$ cat config.mk
export PLATFORM = sky130hd
export DESIGN_NAME = uart_tx_fifo
export DESIGN_NICKNAME = d
export VERILOG_FILES = /design/src/rtl/uart_tx_fifo.sv
export SDC_FILE = /design/constraint.sdc
export NUM_CORES = 1
export LEC_CHECK = 0
export BUFFER_PORTS_ARGS = -buffer_cell sky130_fd_sc_hd__buf_2
export CAP_MARGIN = 10
export CORE_ASPECT_RATIO = 0.7
export CORE_MARGIN = 4
export CORE_UTILIZATION = 64
export DETAILED_ROUTE_END_ITERATION = 7
export GPL_TIMING_DRIVEN = 0
export MAX_ROUTING_LAYER = met4
export PLACE_DENSITY_LB_ADDON = 0.3
export SLEW_MARGIN = 20
export SYNTH_ARGS = -nofsm -noshare
export SYNTH_HDL_FRONTEND = slang
export SYNTH_SLANG_ARGS = --single-unit
$ cat constraint.sdc
create_clock -name clk -period 5.2 [get_ports clk]
set_clock_uncertainty 0.15 [all_clocks]
set_input_delay 0.52 -clock clk [delete_from_list [all_inputs] [get_ports clk]]
set_output_delay 0.52 -clock clk [all_outputs]
set_load 0.05 [all_outputs]
$ cat src/rtl/uart_tx_fifo.sv
// UART transmitter with an input FIFO, a valid/ready write port and a per-frame
// latched configuration (divisor, parity mode, stop-bit count).
module uart_tx_fifo #(
  parameter int unsigned DATA_W     = 8,
  parameter int unsigned DIV_W      = 16,
  parameter int unsigned FIFO_DEPTH = 4
) (
  input  logic                          clk,
  input  logic                          reset,
  input  logic [DIV_W-1:0]              divisor,
  input  logic [1:0]                    parity_mode,
  input  logic                          stop2,
  input  logic [DATA_W-1:0]             tx_data,
  input  logic                          tx_valid,
  output logic                          tx_ready,
  output logic                          tx,
  output logic                          busy,
  output logic [$clog2(FIFO_DEPTH):0]   fifo_count
);

  localparam int unsigned PtrW = $clog2(FIFO_DEPTH);
  localparam int unsigned CntW = PtrW + 1;
  localparam int unsigned BitW = $clog2(DATA_W);

  typedef enum logic [2:0] {StIdle, StStart, StData, StParity, StStop} state_e;

  // FIFO storage and bookkeeping
  logic [DATA_W-1:0] mem_q [FIFO_DEPTH];
  logic [PtrW-1:0]   wr_ptr_q, rd_ptr_q;
  logic [CntW-1:0]   count_q;
  logic              push, pop;
  logic [DATA_W-1:0] head;

  // Frame state
  state_e            state_q, state_d;
  logic [DIV_W-1:0]  cnt_q, cnt_d;
  logic [DIV_W-1:0]  div_q, div_d;
  logic [BitW-1:0]   bit_q, bit_d;
  logic [DATA_W-1:0] shift_q, shift_d;
  logic              par_en_q, par_en_d;
  logic              par_bit_q, par_bit_d;
  logic              stop2_q, stop2_d;
  logic              stop_idx_q, stop_idx_d;
  logic              tx_q, tx_d;
  logic              boundary;
  logic              start_frame;

  assign tx_ready   = (count_q != CntW'(FIFO_DEPTH));
  assign push       = tx_valid && tx_ready;
  assign head       = mem_q[rd_ptr_q];
  assign fifo_count = count_q;
  assign tx         = tx_q;
  assign busy       = (state_q != StIdle) || (count_q != '0);
  assign boundary   = (cnt_q == div_q);

  // FIFO data write; storage needs no reset since count gates every read.
  always_ff @(posedge clk) begin
    if (push) begin
      mem_q[wr_ptr_q] <= tx_data;
    end
  end

  // FIFO pointers and occupancy.
  always_ff @(posedge clk or negedge reset) begin
    if (!reset) begin
      wr_ptr_q <= '0;
      rd_ptr_q <= '0;
      count_q  <= '0;
    end else begin
      if (push) wr_ptr_q <= wr_ptr_q + PtrW'(1);
      if (pop)  rd_ptr_q <= rd_ptr_q + PtrW'(1);
      unique case ({push, pop})
        2'b10:   count_q <= count_q + CntW'(1);
        2'b01:   count_q <= count_q - CntW'(1);
        default: count_q <= count_q;
      endcase
    end
  end

  // Frame state register; tx idles high and returns high at once on reset.
  always_ff @(posedge clk or negedge reset) begin
    if (!reset) begin
      state_q    <= StIdle;
      cnt_q      <= '0;
      div_q      <= DIV_W'(1);
      bit_q      <= '0;
      shift_q    <= '0;
      par_en_q   <= 1'b0;
      par_bit_q  <= 1'b0;
      stop2_q    <= 1'b0;
      stop_idx_q <= 1'b0;
      tx_q       <= 1'b1;
    end else begin
      state_q    <= state_d;
      cnt_q      <= cnt_d;
      div_q      <= div_d;
      bit_q      <= bit_d;
      shift_q    <= shift_d;
      par_en_q   <= par_en_d;
      par_bit_q  <= par_bit_d;
      stop2_q    <= stop2_d;
      stop_idx_q <= stop_idx_d;
      tx_q       <= tx_d;
    end
  end

  // Next-state: bit timing, frame sequencing and pop/latch at frame start.
  always_comb begin
    state_d     = state_q;
    cnt_d       = cnt_q;
    div_d       = div_q;
    bit_d       = bit_q;
    shift_d     = shift_q;
    par_en_d    = par_en_q;
    par_bit_d   = par_bit_q;
    stop2_d     = stop2_q;
    stop_idx_d  = stop_idx_q;
    tx_d        = tx_q;
    pop         = 1'b0;
    start_frame = 1'b0;

    if (state_q != StIdle) begin
      cnt_d = boundary ? '0 : cnt_q + DIV_W'(1);
    end

    case (state_q)
      StIdle: begin
        tx_d  = 1'b1;
        cnt_d = '0;
        if (count_q != '0) start_frame = 1'b1;
      end
      StStart: begin
        if (boundary) begin
          state_d = StData;
          tx_d    = shift_q[0];
          bit_d   = '0;
        end
      end
      StData: begin
        if (boundary) begin
          if (bit_q == BitW'(DATA_W - 1)) begin
            if (par_en_q) begin
              state_d = StParity;
              tx_d    = par_bit_q;
            end else begin
              state_d    = StStop;
              tx_d       = 1'b1;
              stop_idx_d = 1'b0;
            end
          end else begin
            bit_d   = bit_q + BitW'(1);
            shift_d = shift_q >> 1;
            tx_d    = shift_q[1];
          end
        end
      end
      StParity: begin
        if (boundary) begin
          state_d    = StStop;
          tx_d       = 1'b1;
          stop_idx_d = 1'b0;
        end
      end
      StStop: begin
        if (boundary) begin
          if (stop2_q && !stop_idx_q) begin
            stop_idx_d = 1'b1;
          end else if (count_q != '0) begin
            // Back-to-back: next start bit begins on this same edge.
            start_frame = 1'b1;
          end else begin
            state_d = StIdle;
            tx_d    = 1'b1;
          end
        end
      end
      default: begin
        state_d = StIdle;
        tx_d    = 1'b1;
      end
    endcase

    if (start_frame) begin
      pop       = 1'b1;
      state_d   = StStart;
      tx_d      = 1'b0;
      cnt_d     = '0;
      shift_d   = head;
      div_d     = (divisor == '0) ? DIV_W'(1) : divisor;
      par_en_d  = parity_mode[0] ^ parity_mode[1];
      par_bit_d = (parity_mode == 2'b01) ? ~^head : ^head;
      stop2_d   = stop2;
    end
  end

endmodule

==> impl_metrics.xml <==
<?xml version="1.0" encoding="UTF-8"?>
<metrics>
  <group name="finish">
    <metric name="end_of_flow_core_utilization" unit="">0.742</metric>
    <metric name="final-instance-count-excl-fill" unit="">446</metric>
    <metric name="nFillCells" unit="">444</metric>
    <metric name="final_design_area_no_fill" unit="um^2">4680</metric>
    <metric name="multiInputGateArea" unit="um^2">1680</metric>
    <metric name="layout-area-overhead-vs-synth" unit="%">10.9</metric>
    <metric name="drive_above_1_share" unit="">0.283</metric>
    <metric name="storage_cell_area" unit="um^2">2410</metric>
    <metric name="nets" unit="">403</metric>
    <metric name="insertedDiodeCount" unit="">0</metric>
  </group>
  <group name="synth">
    <metric name="synthArstFlopShare" unit="">0.644</metric>
    <metric name="synthDominantAreaCellType" unit="">dfrtp_1</metric>
    <metric name="synthTopCellsByCount" unit="">dfrtp_1, edfxtp_1, xnor2_1</metric>
    <metric name="yosysMostFrequentCell" unit="">dfrtp_1</metric>
    <metric name="synthCells" unit="">317</metric>
    <metric name="synth-edff-count" unit="">32</metric>
    <metric name="yosys.area_share.xor_xnor" unit="">0.0872</metric>
    <metric name="synth.yosys.seq_area_share" unit="">0.572</metric>
    <metric name="synth.area.mux_share" unit="">0.146</metric>
    <metric name="ys_ff_latch" unit="">90</metric>
    <metric name="synth_top_family_by_area" unit="">multiplexers</metric>
    <metric name="synth_simple_gate_area_frac" unit="">0.0922</metric>
    <metric name="synthDominantCellAreaShare" unit="">0.332</metric>
    <metric name="syn_area_per_cell" unit="um^2">13.3</metric>
    <metric name="ys.flop_type" unit="">dfrtp_1</metric>
    <metric name="yosys.area_share.adder" unit="">0.0314</metric>
    <metric name="syn_nets" unit="">357</metric>
    <metric name="synthesis.area" unit="um^2">4220</metric>
    <metric name="yosys_warnings" unit="">0</metric>
    <metric name="yosys.cell_types.count" unit="">44</metric>
    <metric name="synth.area.top_cells" unit="">dfrtp_1, edfxtp_1, mux2_2, xnor2_1, mux4_2</metric>
    <metric name="synth_compound_gate_area_share" unit="">0.0406</metric>
  </group>
  <group name="pwr">
    <metric name="seqPwrFrac" unit="">0.530</metric>
    <metric name="report.power.total" unit="mW">1.74</metric>
    <metric name="pwr-share-clk" unit="">0.254</metric>
    <metric name="swShare" unit="">0.321</metric>
    <metric name="comb_power_share" unit="">0.217</metric>
    <metric name="p_int" unit="mW">1.18</metric>
    <metric name="power_density" unit="nW/um^2">371</metric>
    <metric name="switchingPower" unit="mW">0.558</metric>
    <metric name="vdd.ir_drop.worst" unit="mV">0.261</metric>
    <metric name="power.leakage" unit="nW">1.99</metric>
  </group>
  <group name="place">
    <metric name="portBuffers" unit="">35</metric>
    <metric name="place_inst" unit="">430</metric>
    <metric name="detailedPlacementHpwl" unit="mm">5.95</metric>
    <metric name="dpl-instance-area" unit="um^2">4500</metric>
    <metric name="place_congestion" unit="">0.864</metric>
    <metric name="worst_slack_at_placement" unit="ps">1750</metric>
  </group>
  <group name="routing">
    <metric name="post_drt_via_cell_ratio" unit="">5.81</metric>
    <metric name="drc" unit="">0</metric>
    <metric name="via_count" unit="">2593</metric>
    <metric name="total_routed_wirelength" unit="mm">8.12</metric>
    <metric name="drtIter0Drc" unit="">122</metric>
    <metric name="drt-pass1-iter-count" unit="">4</metric>
    <metric name="antenna_violating_nets_post_route" unit="">0</metric>
    <metric name="wire_per_inst" unit="um">18.2</metric>
  </group>
  <group name="clocking">
    <metric name="cts-root-buf" unit="">clkbuf_8</metric>
    <metric name="htree_num_levels" unit="">3</metric>
    <metric name="ctsLongestPathBuffers" unit="">2</metric>
    <metric name="postCtsResizedCells" unit="">0</metric>
    <metric name="clk_slew_on_worst_s_h_paths" unit="ps">90</metric>
    <metric name="clock_sink_count" unit="">90</metric>
    <metric name="cts-buffers-inserted" unit="">9</metric>
    <metric name="cts_hold_buf" unit="">0</metric>
    <metric name="post-cts-setup-buffers" unit="">0</metric>
    <metric name="cts_tree" unit="">done</metric>
    <metric name="clock_insertion_delay_worst_skew" unit="ps">360</metric>
  </group>
  <group name="global_route">
    <metric name="globalRouteTotalUtil" unit="">0.233</metric>
    <metric name="grt_pass1_wl" unit="mm">13.9</metric>
    <metric name="largest_net_degree_at_the_start_of_global_routing" unit="">59</metric>
    <metric name="grt-busiest-layer" unit="">met2</metric>
    <metric name="use_met1" unit="">0.314</metric>
    <metric name="grt_use_met2" unit="">0.339</metric>
    <metric name="grt_util_met3" unit="">0.0874</metric>
    <metric name="grt_overflow_total" unit="">0</metric>
    <metric name="antenna_found_initial" unit="">0</metric>
    <metric name="via_count_of_the_first_global_routing_pass" unit="">2713</metric>
  </group>
  <group name="die">
    <metric name="floorplan.initialDensity" unit="">0.669</metric>
    <metric name="die_width" unit="um">105</metric>
    <metric name="std_cell_rows" unit="">24</metric>
    <metric name="design.die.area" unit="um^2">7980</metric>
    <metric name="coreArea" unit="um^2">6310</metric>
    <metric name="die-height" unit="um">75.9</metric>
    <metric name="ios" unit="">36</metric>
  </group>
  <group name="timing">
    <metric name="finalMaxSlewViolations" unit="">0</metric>
    <metric name="setup_viol_count_final" unit="">0</metric>
    <metric name="fin_tns_setup" unit="ps">0</metric>
    <metric name="worst_margin_pin_slew" unit="ps">734</metric>
    <metric name="final.hold.worst_slack" unit="ps">65.6</metric>
    <metric name="fmax" unit="GHz">0.285</metric>
    <metric name="relSlewSlack" unit="">0.511</metric>
    <metric name="hold_violation_count_in_the_final_report" unit="">0</metric>
    <metric name="finalCriticalPeriod" unit="ps">3510</metric>
    <metric name="final.setup.worst_slack" unit="ps">1690</metric>
    <metric name="rsz0062_at_grt" unit="">no</metric>
    <metric name="crit_share_post_route" unit="">0.675</metric>
  </group>
  <group name="worst_setup_path">
    <metric name="crit_path_max_fanout" unit="">10</metric>
    <metric name="required" unit="ps">5330</metric>
    <metric name="worst_setup_sp_type" unit="">register</metric>
    <metric name="reg2reg_slack" unit="ps">1690</metric>
    <metric name="crit_path_end_kind" unit="">register</metric>
    <metric name="wp_data_arrival" unit="ps">3650</metric>
    <metric name="worst-setup-path-type" unit="">register to register</metric>
  </group>
  <group name="status">
    <metric name="outcome" unit="">finished, final reports clean</metric>
  </group>
  <group name="hold_path">
    <metric name="min_path_type" unit="">primary input to async pin</metric>
  </group>
  <group name="run">
    <metric name="max_cap_viol_count" unit="">0</metric>
  </group>
</metrics>
==> final cells by class <==
type	instances	area share
well taps	78	0.0209
multi-input cells	200	0.358
inverters	15	0.0120
repair buffers	35	0.0380
plain buffers	12	0.0158
clock inverters	7	0.0126
flip-flops and latches	90	0.516
clock buffers	9	0.0265
==> cells by family (layout without fill, tap and decap cells) <==
kind of cell / Yosys count / count (layout)
and+or+nand+nor: 78 / 78
AOI/OAI and AO/OA: 25 / 25
muxes: 45 / 45
buffers and inverters: 27 / 78
adders and majority gates: 10 / 10
DFF: 90 / 90
xor gates and xnor gates: 42 / 42
==> final timing paths <==
kind                                       start                         to  cells past startpoint
hold reg to reg             bit_q[1]$_DFFE_PN0P_       bit_q[1]$_DFFE_PN0P_                      1
min in group clk                      tx_data[3]      mem_q[3][3]$_DFFE_PP_                      1
setup / recovery           div_q[10]$_DFFE_PN0P_  fifo_count[2]$_DFFE_PN0P_                     15
max in group asynchronous                  reset    rd_ptr_q[1]$_DFFE_PN0P_                      1
hold / removal                             reset      par_bit_q$_DFFE_PN0P_                      1
setup reg to reg           div_q[10]$_DFFE_PN0P_  fifo_count[2]$_DFFE_PN0P_                     15
==> flip-flops by register name, indices dropped and copies added, names as in the netlist <==
signal,flops
par_bit_q,1
stop2_q,1
par_en_q,1
bit_q,3
state_q,3
cnt_q,16
div_q,16
rd_ptr_q,2
mem_q,32
shift_q,8
fifo_count,3
wr_ptr_q,2
stop_idx_q,1
tx,1
==> layer usage <==
layer  vias up  share of wire
met3         5          0.074
met2        72           0.47
li1       1217              -
met5         -              0
met4         0         0.0067
met1      1299           0.44
==> cells in the final DEF (no fill, tap or decap), drive strengths merged, types with 11 or more instances in the layout <==
cell	instances
nand2	15
nor2	22
xnor2	31
mux2	33
buf	40
xor2	11
inv	19
dfrtp	56
edfxtp	32
clkbuf	16
==> worst max-delay path, stage by stage (launching register included) <==
cell	delay (ps)
dfrtp_1	420
xnor2_1	340
nand4_1	170
nor4_2	350
buf_4	230
o21ai_2	120
a21o_1	220
buf_6	160
buf_6	170
inv_1	60
ha_1	170
inv_1	70
fa_1	380
xor2_1	150
nor2_1	120
xor2_1	160
==> power by group through the flow <==
stage          registers (mW)  logic [mW]  clock network [mW]
2_1_floorplan           0.955       0.241                   0
4_1_cts                 0.919       0.380               0.454
6_report                0.921       0.376               0.441
5_1_grt                 0.934       0.417               0.494
3_3_place_gp            0.923       0.359                   0
3_5_place_dp            0.933       0.378                   0
No activity file was read; power rests on OpenSTA's default activity.
